==> src/rtl/ahb_sram_pkg.sv <==
// ============================================================================
// Module   : ahb_sram_pkg
// Purpose  : Shared AHB constants, error-FSM encodings and lane decode.
// Revision : 1.0 - initial release
// ============================================================================
`default_nettype none

package ahb_sram_pkg;

  localparam logic [1:0] c_htrans_idle   = 2'b00;
  localparam logic [1:0] c_htrans_busy   = 2'b01;
  localparam logic [1:0] c_htrans_nonseq = 2'b10;
  localparam logic [1:0] c_htrans_seq    = 2'b11;

  localparam logic [2:0] c_hsize_byte = 3'd0;
  localparam logic [2:0] c_hsize_half = 3'd1;
  localparam logic [2:0] c_hsize_word = 3'd2;

  localparam int                c_st_w    = 2;
  localparam logic [c_st_w-1:0] c_st_okay = 2'd0;
  localparam logic [c_st_w-1:0] c_st_err1 = 2'd1;
  localparam logic [c_st_w-1:0] c_st_err2 = 2'd2;

  // Little-endian byte-lane enables for a transfer of the given size.
  function automatic logic [3:0] ben_decode(input logic [2:0] hsize, input logic [1:0] addr);
    logic [3:0] ben;
    case (hsize)
      c_hsize_byte: ben = 4'b0001 << addr;
      c_hsize_half: ben = addr[1] ? 4'b1100 : 4'b0011;
      default:      ben = 4'b1111;
    endcase
    return ben;
  endfunction

endpackage

`default_nettype wire

==> src/rtl/ahb_sram_bridge_wbuf.sv <==
// ============================================================================
// Module   : ahb_sram_bridge_wbuf
// Purpose  : One-entry posted write buffer with per-lane read-data merge.
// Revision : 1.0 - initial release
// ============================================================================
`default_nettype none

module ahb_sram_bridge_wbuf #(
  parameter int MDW = 32,
  parameter int MAW = 32
) (
  input  logic               clk,
  input  logic               rst,
  input  logic               capture,
  input  logic [MAW-3:0]     cap_waddr,
  input  logic [MDW-1:0]     cap_data,
  input  logic [MDW/8-1:0]   cap_ben,
  input  logic               drain,
  input  logic [MAW-3:0]     cmp_waddr,
  input  logic [MDW-1:0]     ramdout,
  output logic               wb_valid,
  output logic [MAW-3:0]     wb_waddr,
  output logic [MDW-1:0]     wb_data,
  output logic [MDW/8-1:0]   wb_ben,
  output logic [MDW-1:0]     rd_data
);

  logic               r_valid;
  logic [MAW-3:0]     r_waddr;
  logic [MDW-1:0]     r_data;
  logic [MDW/8-1:0]   r_ben;
  logic               w_hit;

  // A capture wins over a drain at the same edge: the old entry leaves, the new one lands.
  always_ff @(posedge clk or posedge rst) begin
    if (rst) begin
      r_valid <= 1'b0;
      r_waddr <= '0;
      r_data  <= '0;
      r_ben   <= '0;
    end else begin
      r_valid <= capture | (r_valid & ~drain);
      if (capture) begin
        r_waddr <= cap_waddr;
        r_data  <= cap_data;
        r_ben   <= cap_ben;
      end
    end
  end

  assign w_hit = r_valid & (r_waddr == cmp_waddr);

  for (genvar i = 0; i < MDW/8; i++) begin : g_lane
    assign rd_data[8*i +: 8] = (w_hit & r_ben[i]) ? r_data[8*i +: 8] : ramdout[8*i +: 8];
  end

  assign wb_valid = r_valid;
  assign wb_waddr = r_waddr;
  assign wb_data  = r_data;
  assign wb_ben   = r_ben;

endmodule

`default_nettype wire

==> src/rtl/ahb_sram_bridge.sv <==
// ============================================================================
// Module   : ahb_sram_bridge
// Purpose  : AHB-Lite slave to single-port SRAM, zero-wait reads, posted writes.
// Revision : 1.0 - initial release
// ============================================================================
`default_nettype none

module ahb_sram_bridge
  import ahb_sram_pkg::*;
#(
  parameter int MDW = 32,
  parameter int MAW = 32,
  parameter int MAM = 1024
) (
  input  logic           clk,
  input  logic           rst,
  input  logic           hsel,
  input  logic [MAW-1:0] haddr,
  input  logic [1:0]     htrans,
  input  logic [2:0]     hsize,
  input  logic           hwrite,
  input  logic [MDW-1:0] hwdata,
  input  logic           hready,
  output logic           hreadyout,
  output logic           hresp,
  output logic [MDW-1:0] hrdata,
  output logic           ramcs_n,
  output logic [MAW-1:0] ramaddr,
  output logic [MDW-1:0] ramdin,
  output logic [3:0]     ramben,
  output logic           ramwr_n,
  input  logic [MDW-1:0] ramdout
);

  localparam logic [MAW:0] c_limit = (MAW+1)'(MAM * 4);

  logic              w_active, w_aligned, w_valid, w_ok, w_rd_req, w_drain, w_capture;
  logic              r_dp_rd, r_dp_wr;
  logic [MAW-3:0]    r_dp_waddr;
  logic [3:0]        r_dp_ben;
  logic [c_st_w-1:0] r_state, w_state_next;
  logic              w_wb_valid;
  logic [MAW-3:0]    w_wb_waddr;
  logic [MDW-1:0]    w_wb_data, w_merged;
  logic [3:0]        w_wb_ben;

  always_comb begin
    w_active = 1'b0;
    case (htrans)
      c_htrans_nonseq, c_htrans_seq: w_active = 1'b1;
      c_htrans_idle, c_htrans_busy:  w_active = 1'b0;
      default:                       w_active = 1'b0;
    endcase
  end

  always_comb begin
    w_aligned = 1'b1;
    if (hsize == c_hsize_half)      w_aligned = ~haddr[0];
    else if (hsize == c_hsize_word) w_aligned = (haddr[1:0] == 2'b00);
  end

  assign w_valid   = hsel & w_active & hready;
  assign w_ok      = w_valid & ({1'b0, haddr} < c_limit) & w_aligned & (hsize <= c_hsize_word);
  assign w_rd_req  = w_ok & ~hwrite;
  // The buffer only gets the port in cycles without a read address phase.
  assign w_drain   = w_wb_valid & ~w_rd_req & ~rst;
  assign w_capture = r_dp_wr & hready;

  always_ff @(posedge clk or posedge rst) begin
    if (rst) begin
      r_dp_rd    <= 1'b0;
      r_dp_wr    <= 1'b0;
      r_dp_waddr <= '0;
      r_dp_ben   <= '0;
    end else if (hready) begin
      r_dp_rd    <= w_ok & ~hwrite;
      r_dp_wr    <= w_ok & hwrite;
      r_dp_waddr <= w_ok ? haddr[MAW-1:2] : '0;
      r_dp_ben   <= w_ok ? ben_decode(hsize, haddr[1:0]) : 4'b0000;
    end
  end

  ahb_sram_bridge_wbuf #(
    .MDW (MDW),
    .MAW (MAW)
  ) u_wbuf (
    .clk       (clk),
    .rst       (rst),
    .capture   (w_capture),
    .cap_waddr (r_dp_waddr),
    .cap_data  (hwdata),
    .cap_ben   (r_dp_ben),
    .drain     (w_drain),
    .cmp_waddr (r_dp_waddr),
    .ramdout   (ramdout),
    .wb_valid  (w_wb_valid),
    .wb_waddr  (w_wb_waddr),
    .wb_data   (w_wb_data),
    .wb_ben    (w_wb_ben),
    .rd_data   (w_merged)
  );

  assign hrdata = r_dp_rd ? w_merged : '0;

  always_comb begin
    ramcs_n = 1'b1;
    ramwr_n = 1'b1;
    ramaddr = '0;
    ramdin  = '0;
    ramben  = 4'b0000;
    if (rst) begin
      ramcs_n = 1'b1;
    end else if (w_rd_req) begin
      ramcs_n = 1'b0;
      ramaddr = {haddr[MAW-1:2], 2'b00};
      ramben  = 4'b1111;
    end else if (w_wb_valid) begin
      ramcs_n = 1'b0;
      ramwr_n = 1'b0;
      ramaddr = {w_wb_waddr, 2'b00};
      ramdin  = w_wb_data;
      ramben  = w_wb_ben;
    end
  end

  always_ff @(posedge clk or posedge rst) begin
    if (rst) r_state <= c_st_okay;
    else     r_state <= w_state_next;
  end

  always_comb begin
    w_state_next = r_state;
    case (r_state)
      c_st_okay: if (w_valid && !w_ok) w_state_next = c_st_err1;
      c_st_err1: w_state_next = c_st_err2;
      c_st_err2: w_state_next = (w_valid && !w_ok) ? c_st_err1 : c_st_okay;
      default:   w_state_next = c_st_okay;
    endcase
  end

  always_comb begin
    hreadyout = 1'b1;
    hresp     = 1'b0;
    case (r_state)
      c_st_err1: begin hreadyout = 1'b0; hresp = 1'b1; end
      c_st_err2: hresp = 1'b1;
      default:   ;
    endcase
  end

  // A write data phase must never end while an undrained entry still occupies the buffer.
  a_wb_no_overwrite: assert property (@(posedge clk) disable iff (rst)
    (r_dp_wr && hready) |-> (!w_wb_valid || w_drain));

endmodule

`default_nettype wire
==> config.mk <==
export PLATFORM = sky130hd
export DESIGN_NAME = ahb_sram_bridge
export DESIGN_NICKNAME = d
export VERILOG_FILES = /design/src/rtl/ahb_sram_pkg.sv /design/src/rtl/ahb_sram_bridge_wbuf.sv /design/src/rtl/ahb_sram_bridge.sv
export SDC_FILE = /design/constraint.sdc
export NUM_CORES = 1
export LEC_CHECK = 0
export BUFFER_PORTS_ARGS = -buffer_cell sky130_fd_sc_hd__buf_2
export CORE_UTILIZATION = 50
export CTS_CLUSTER_DIAMETER = 150
export CTS_CLUSTER_SIZE = 8
export DETAILED_ROUTE_END_ITERATION = 16
export PLACE_DENSITY = 0.81
export SLEW_MARGIN = 10
export SYNTH_ARGS = -nofsm -noshare
export SYNTH_HDL_FRONTEND = slang
export SYNTH_SLANG_ARGS = --single-unit
==> constraint.sdc <==
create_clock -name clk -period 4.4 [get_ports clk]
set_clock_uncertainty 0.1 [all_clocks]
set_input_delay 0.44 -clock clk [delete_from_list [all_inputs] [get_ports clk]]
set_output_delay 0.44 -clock clk [all_outputs]
set_load 0.02 [all_outputs]
==> impl_metrics.env <==
export IMPL_drv_cap=0
export IMPL_fin_ws_ps=784.2
export IMPL_grt_ovfl_total=0
export IMPL_antenna_cells=0
export IMPL_switchingPower_uw=419.5
export IMPL_wl_met1_um=6100
export IMPL_drc_errors=0
export IMPL_synth_top_family_by_area="simple AND/OR/NAND/NOR gates"
export IMPL_finalSetupViolations=0
export IMPL_slew_headroom_pct=18.74
export IMPL_yosysMostFrequentCell="dfrtp_1"
export IMPL_grt_pass1_wl_um=21940
export IMPL_cts_max_path_buffers=2
export IMPL_internal_power_mw=1.258
export IMPL_p_leak_nw=3.634
export IMPL_synth_area_per_cell_um2=10.51
export IMPL_cts_htree_levels=3
export IMPL_wl_met2_um=7252
export IMPL_slew_viol_final=0
export IMPL_path_cells="xnor2_1, nand4_1, or4_1, o31ai_1, a21oi_1, buf_2"
export IMPL_seq_area_frac_synth_pct=46.80
export IMPL_initial_utilization_pct=51.56
export IMPL_cp_endpoint="hrdata[3]"
export IMPL_holdWs_ps=211.5
export IMPL_pwr_share_seq_pct=58.6
export IMPL_reg2reg_from="r_dp_wr"
export IMPL_tns_ps=0
export IMPL_p_clk_share_pct=31.7
export IMPL_grt_max_degree=59
export IMPL_required_ps=3860
export IMPL_vias_per_cell=5.570
export IMPL_hold_viol_final=0
export IMPL_power_density_nw_per_um2=244.9
export IMPL_drt_initial_drc_count=294
export IMPL_io_pin_count=210
export IMPL_netlist_instances=534
export IMPL_synth_compound_gate_area_share_pct=12.01
export IMPL_cp_end_kind="output port"
export IMPL_r2r_cells=3
export IMPL_via_count=4779
export IMPL_track_usage_pct=24.28
export IMPL_cts_resized=0
export IMPL_switching_share_pct=25.00
export IMPL_ys_ff_latch=105
export IMPL_coreArea_um2=10890
export IMPL_maxUsedRoutingLayer="met4"
export IMPL_nets=826
export IMPL_synthMuxAreaShare_pct=13.44
export IMPL_ys_types=35
export IMPL_first_global_vias=4496
export IMPL_start_kind="flip-flop"
export IMPL_clock_sinks=105
export IMPL_combPwrFrac_pct=9.8
export IMPL_hold_buffers=0
export IMPL_drive_gt1_share_pct=42.06
export IMPL_synth_xor_area_share_pct=4.680
export IMPL_antenna_found_initial=0
export IMPL_crit_type="flip-flop to output port"
export IMPL_netlist_top_cells_count="dfrtp_1, mux2_2, and2_1, a21oi_1, nand4_1"
export IMPL_r2r_end="u_wbuf.wb_data[28]"
export IMPL_synthFlopType="dfrtp_1"
export IMPL_nFillCells=914
export IMPL_place_congestion=0.7814
export IMPL_synth_edf_count=0
export IMPL_worst_ir_drop_vdd_v=0.0001738
export IMPL_finalCritPeriodShare_pct=82.18
export IMPL_slowest_stage="or4_1"
export IMPL_post_drt_wl_per_cell_um=16.53
export IMPL_hold_class="input port to asynchronous set/reset pin"
export IMPL_max_stage_delay_ps=1040
export IMPL_area_growth_synth_to_final_pct=22.02
export IMPL_period_minus_slack_ps=3616
export IMPL_die_w_um=108.0
export IMPL_synth_area_um2=5614
export IMPL_synth_fa_ha_area_share_pct=1.114
export IMPL_place_hpwl_um=9967
export IMPL_cts_tree="built"
export IMPL_die_area_um2=11660
export IMPL_fmax_mhz=276.6
export IMPL_ff2ff_setup_slack_ps=2070
export IMPL_routed_wirelength_um=14180
export IMPL_synth_simple_area_share_pct=16.98
export IMPL_rows=38
export IMPL_wl_met3_um=689
export IMPL_postCtsSetupBuffers=0
export IMPL_firstDrtPassIters=4
export IMPL_tightestPinTransition_ps=1219
export IMPL_synth_top_area_share_pct=46.80
export IMPL_status="finished, final reports clean"
export IMPL_cp_arrival_ps=3080
export IMPL_cts_buffers=9
export IMPL_port_buffer_count=206
export IMPL_cp_max_fo=32
export IMPL_root_buffer="clkbuf_8"
export IMPL_die_height_um=108.0
export IMPL_crit_start="u_wbuf.wb_waddr[29]"
export IMPL_postRouteAntennaNets=0
export IMPL_clk_latency_ps=350
export IMPL_ys_top_cells_by_area="dfrtp_1, mux2_2, and2_1"
export IMPL_yosys_warnings=0
export IMPL_ys_async_sr_fraction_pct=100.0
export IMPL_cts_clk_slew_worst_paths_ps=100
export IMPL_rsz0062_at_grt="false"
export IMPL_fin_cells=858
export IMPL_placedCellCount=844
export IMPL_pre_cts_slack_ps=1048
export IMPL_netlist_top_cell_by_area="dfrtp_1"
==> cells by family (layout without fill, tap and decap cells) <==
| logic type | Yosys count | after routing |
|---|---|---|
| simple gates | 162 | 162 |
| compound gates | 105 | 105 |
| flops | 105 | 105 |
| mux | 67 | 67 |
| buf+inv | 59 | 242 |
| xor+xnor | 30 | 30 |
| fa+ha+maj | 5 | 5 |
| other cells | 1 | 2 |
==> critical path: cells and delay by family (launching register included) <==
| kind | cells | cell delay (ps) |
|---|---|---|
| buf+inv | 1 | 210 |
| compound gates | 2 | 680 |
| xor+xnor | 1 | 190 |
| simple gates | 2 | 1220 |
| flops | 1 | 420 |
==> layer usage <==
| metal | up-vias | global-route usage (%) |
|---|---|---|
| li1 | 2272 | - |
| met3 | 11 | 3.255 |
| met5 | - | 0 |
| met4 | 0 | 8.219 |
| met1 | 2325 | 30.26 |
| met2 | 171 | 43.18 |
==> layout by cell type (no fill, tap or decap) <==
cell / netlist / routed
ha_1: 5 / 5
clkinv_4: 0 / 1
o31ai_1: 32 / 32
o2111ai_1: 2 / 2
nor4_2: 0 / 2
nand2_1: 18 / 17
clkinv_2: 0 / 1
nand4_1: 38 / 38
and4_1: 1 / 1
a22o_1: 13 / 13
clkinvlp_4: 0 / 1
xor2_1: 15 / 15
and3_4: 1 / 1
a21oi_1: 48 / 48
o2bb2ai_1: 2 / 2
buf_2: 1 / 206
nand2_2: 0 / 1
buf_4: 2 / 9
or3_1: 1 / 1
xnor2_1: 15 / 15
inv_6: 0 / 1
nor2_1: 3 / 3
dfrtp_1: 105 / 105
nor2b_1: 20 / 20
or2_2: 1 / 1
inv_4: 0 / 1
a21boi_0: 1 / 1
nor4_1: 9 / 7
mux2_2: 67 / 67
and2_1: 52 / 52
or4_1: 2 / 2
and3_1: 1 / 1
nand3_1: 11 / 11
o211ai_1: 1 / 1
nand2b_1: 1 / 1
clkbuf_8: 0 / 10
o21ai_0: 6 / 6
conb_1: 1 / 2
inv_1: 13 / 12
nor3_1: 3 / 3
==> worst min-delay path by stage <==
stage	start	end	slack [ps]	cells after the start
global placement	r_dp_ben[0]	r_dp_ben[0]	380	1
finish	rst	u_wbuf.wb_ben[1]	210	2
global route	haddr[9]	r_dp_waddr[7]	210	2
floorplan	r_dp_ben[0]	r_dp_ben[0]	350	1
detailed placement	r_dp_ben[0]	r_dp_ben[0]	400	1
CTS	hwdata[6]	u_wbuf.wb_data[6]	200	2
==> registers in the layout (all words and copies together), names as in the netlist <==
name             flops
r_dp_wr              1
u_wbuf.wb_waddr     30
r_dp_ben             4
u_wbuf.wb_ben        4
r_dp_rd              1
u_wbuf.wb_valid      1
r_state              2
u_wbuf.wb_data      32
r_dp_waddr          30
==> power groups by stage <==
stage	Combinational, mW	Sequential, mW	Clock, mW
after global routing	0.183	0.984	0.584
after detailed placement	0.165	1.00	0
after floorplan	0.0888	0.998	0
after CTS	0.166	0.982	0.549
after global placement	0.158	0.999	0
final	0.164	0.982	0.531
==> final cells by class <==
cell class	instances	area (um2)	area share (%)
Multi-Input combinational cell	371	2730	39.85
Sequential cell	105	2628	38.36
Timing Repair Buffer	215	1099	16.04
Tap cell	140	175.2	2.557
Clock buffer	10	137.6	2.009
Inverter	13	51.30	0.7489
Clock inverter	4	30.03	0.4384
==> through the flow <==
step	instance area, um2	total power [mW]	util, %
global route	6850	1.751	62.92
global placement	6683	1.158	61.38
detailed placement	6683	1.167	61.38
floorplan	5618	1.087	-
finish	6850	1.678	62.92
CTS	6850	1.697	62.92
Power figures use the tool's default switching activity.
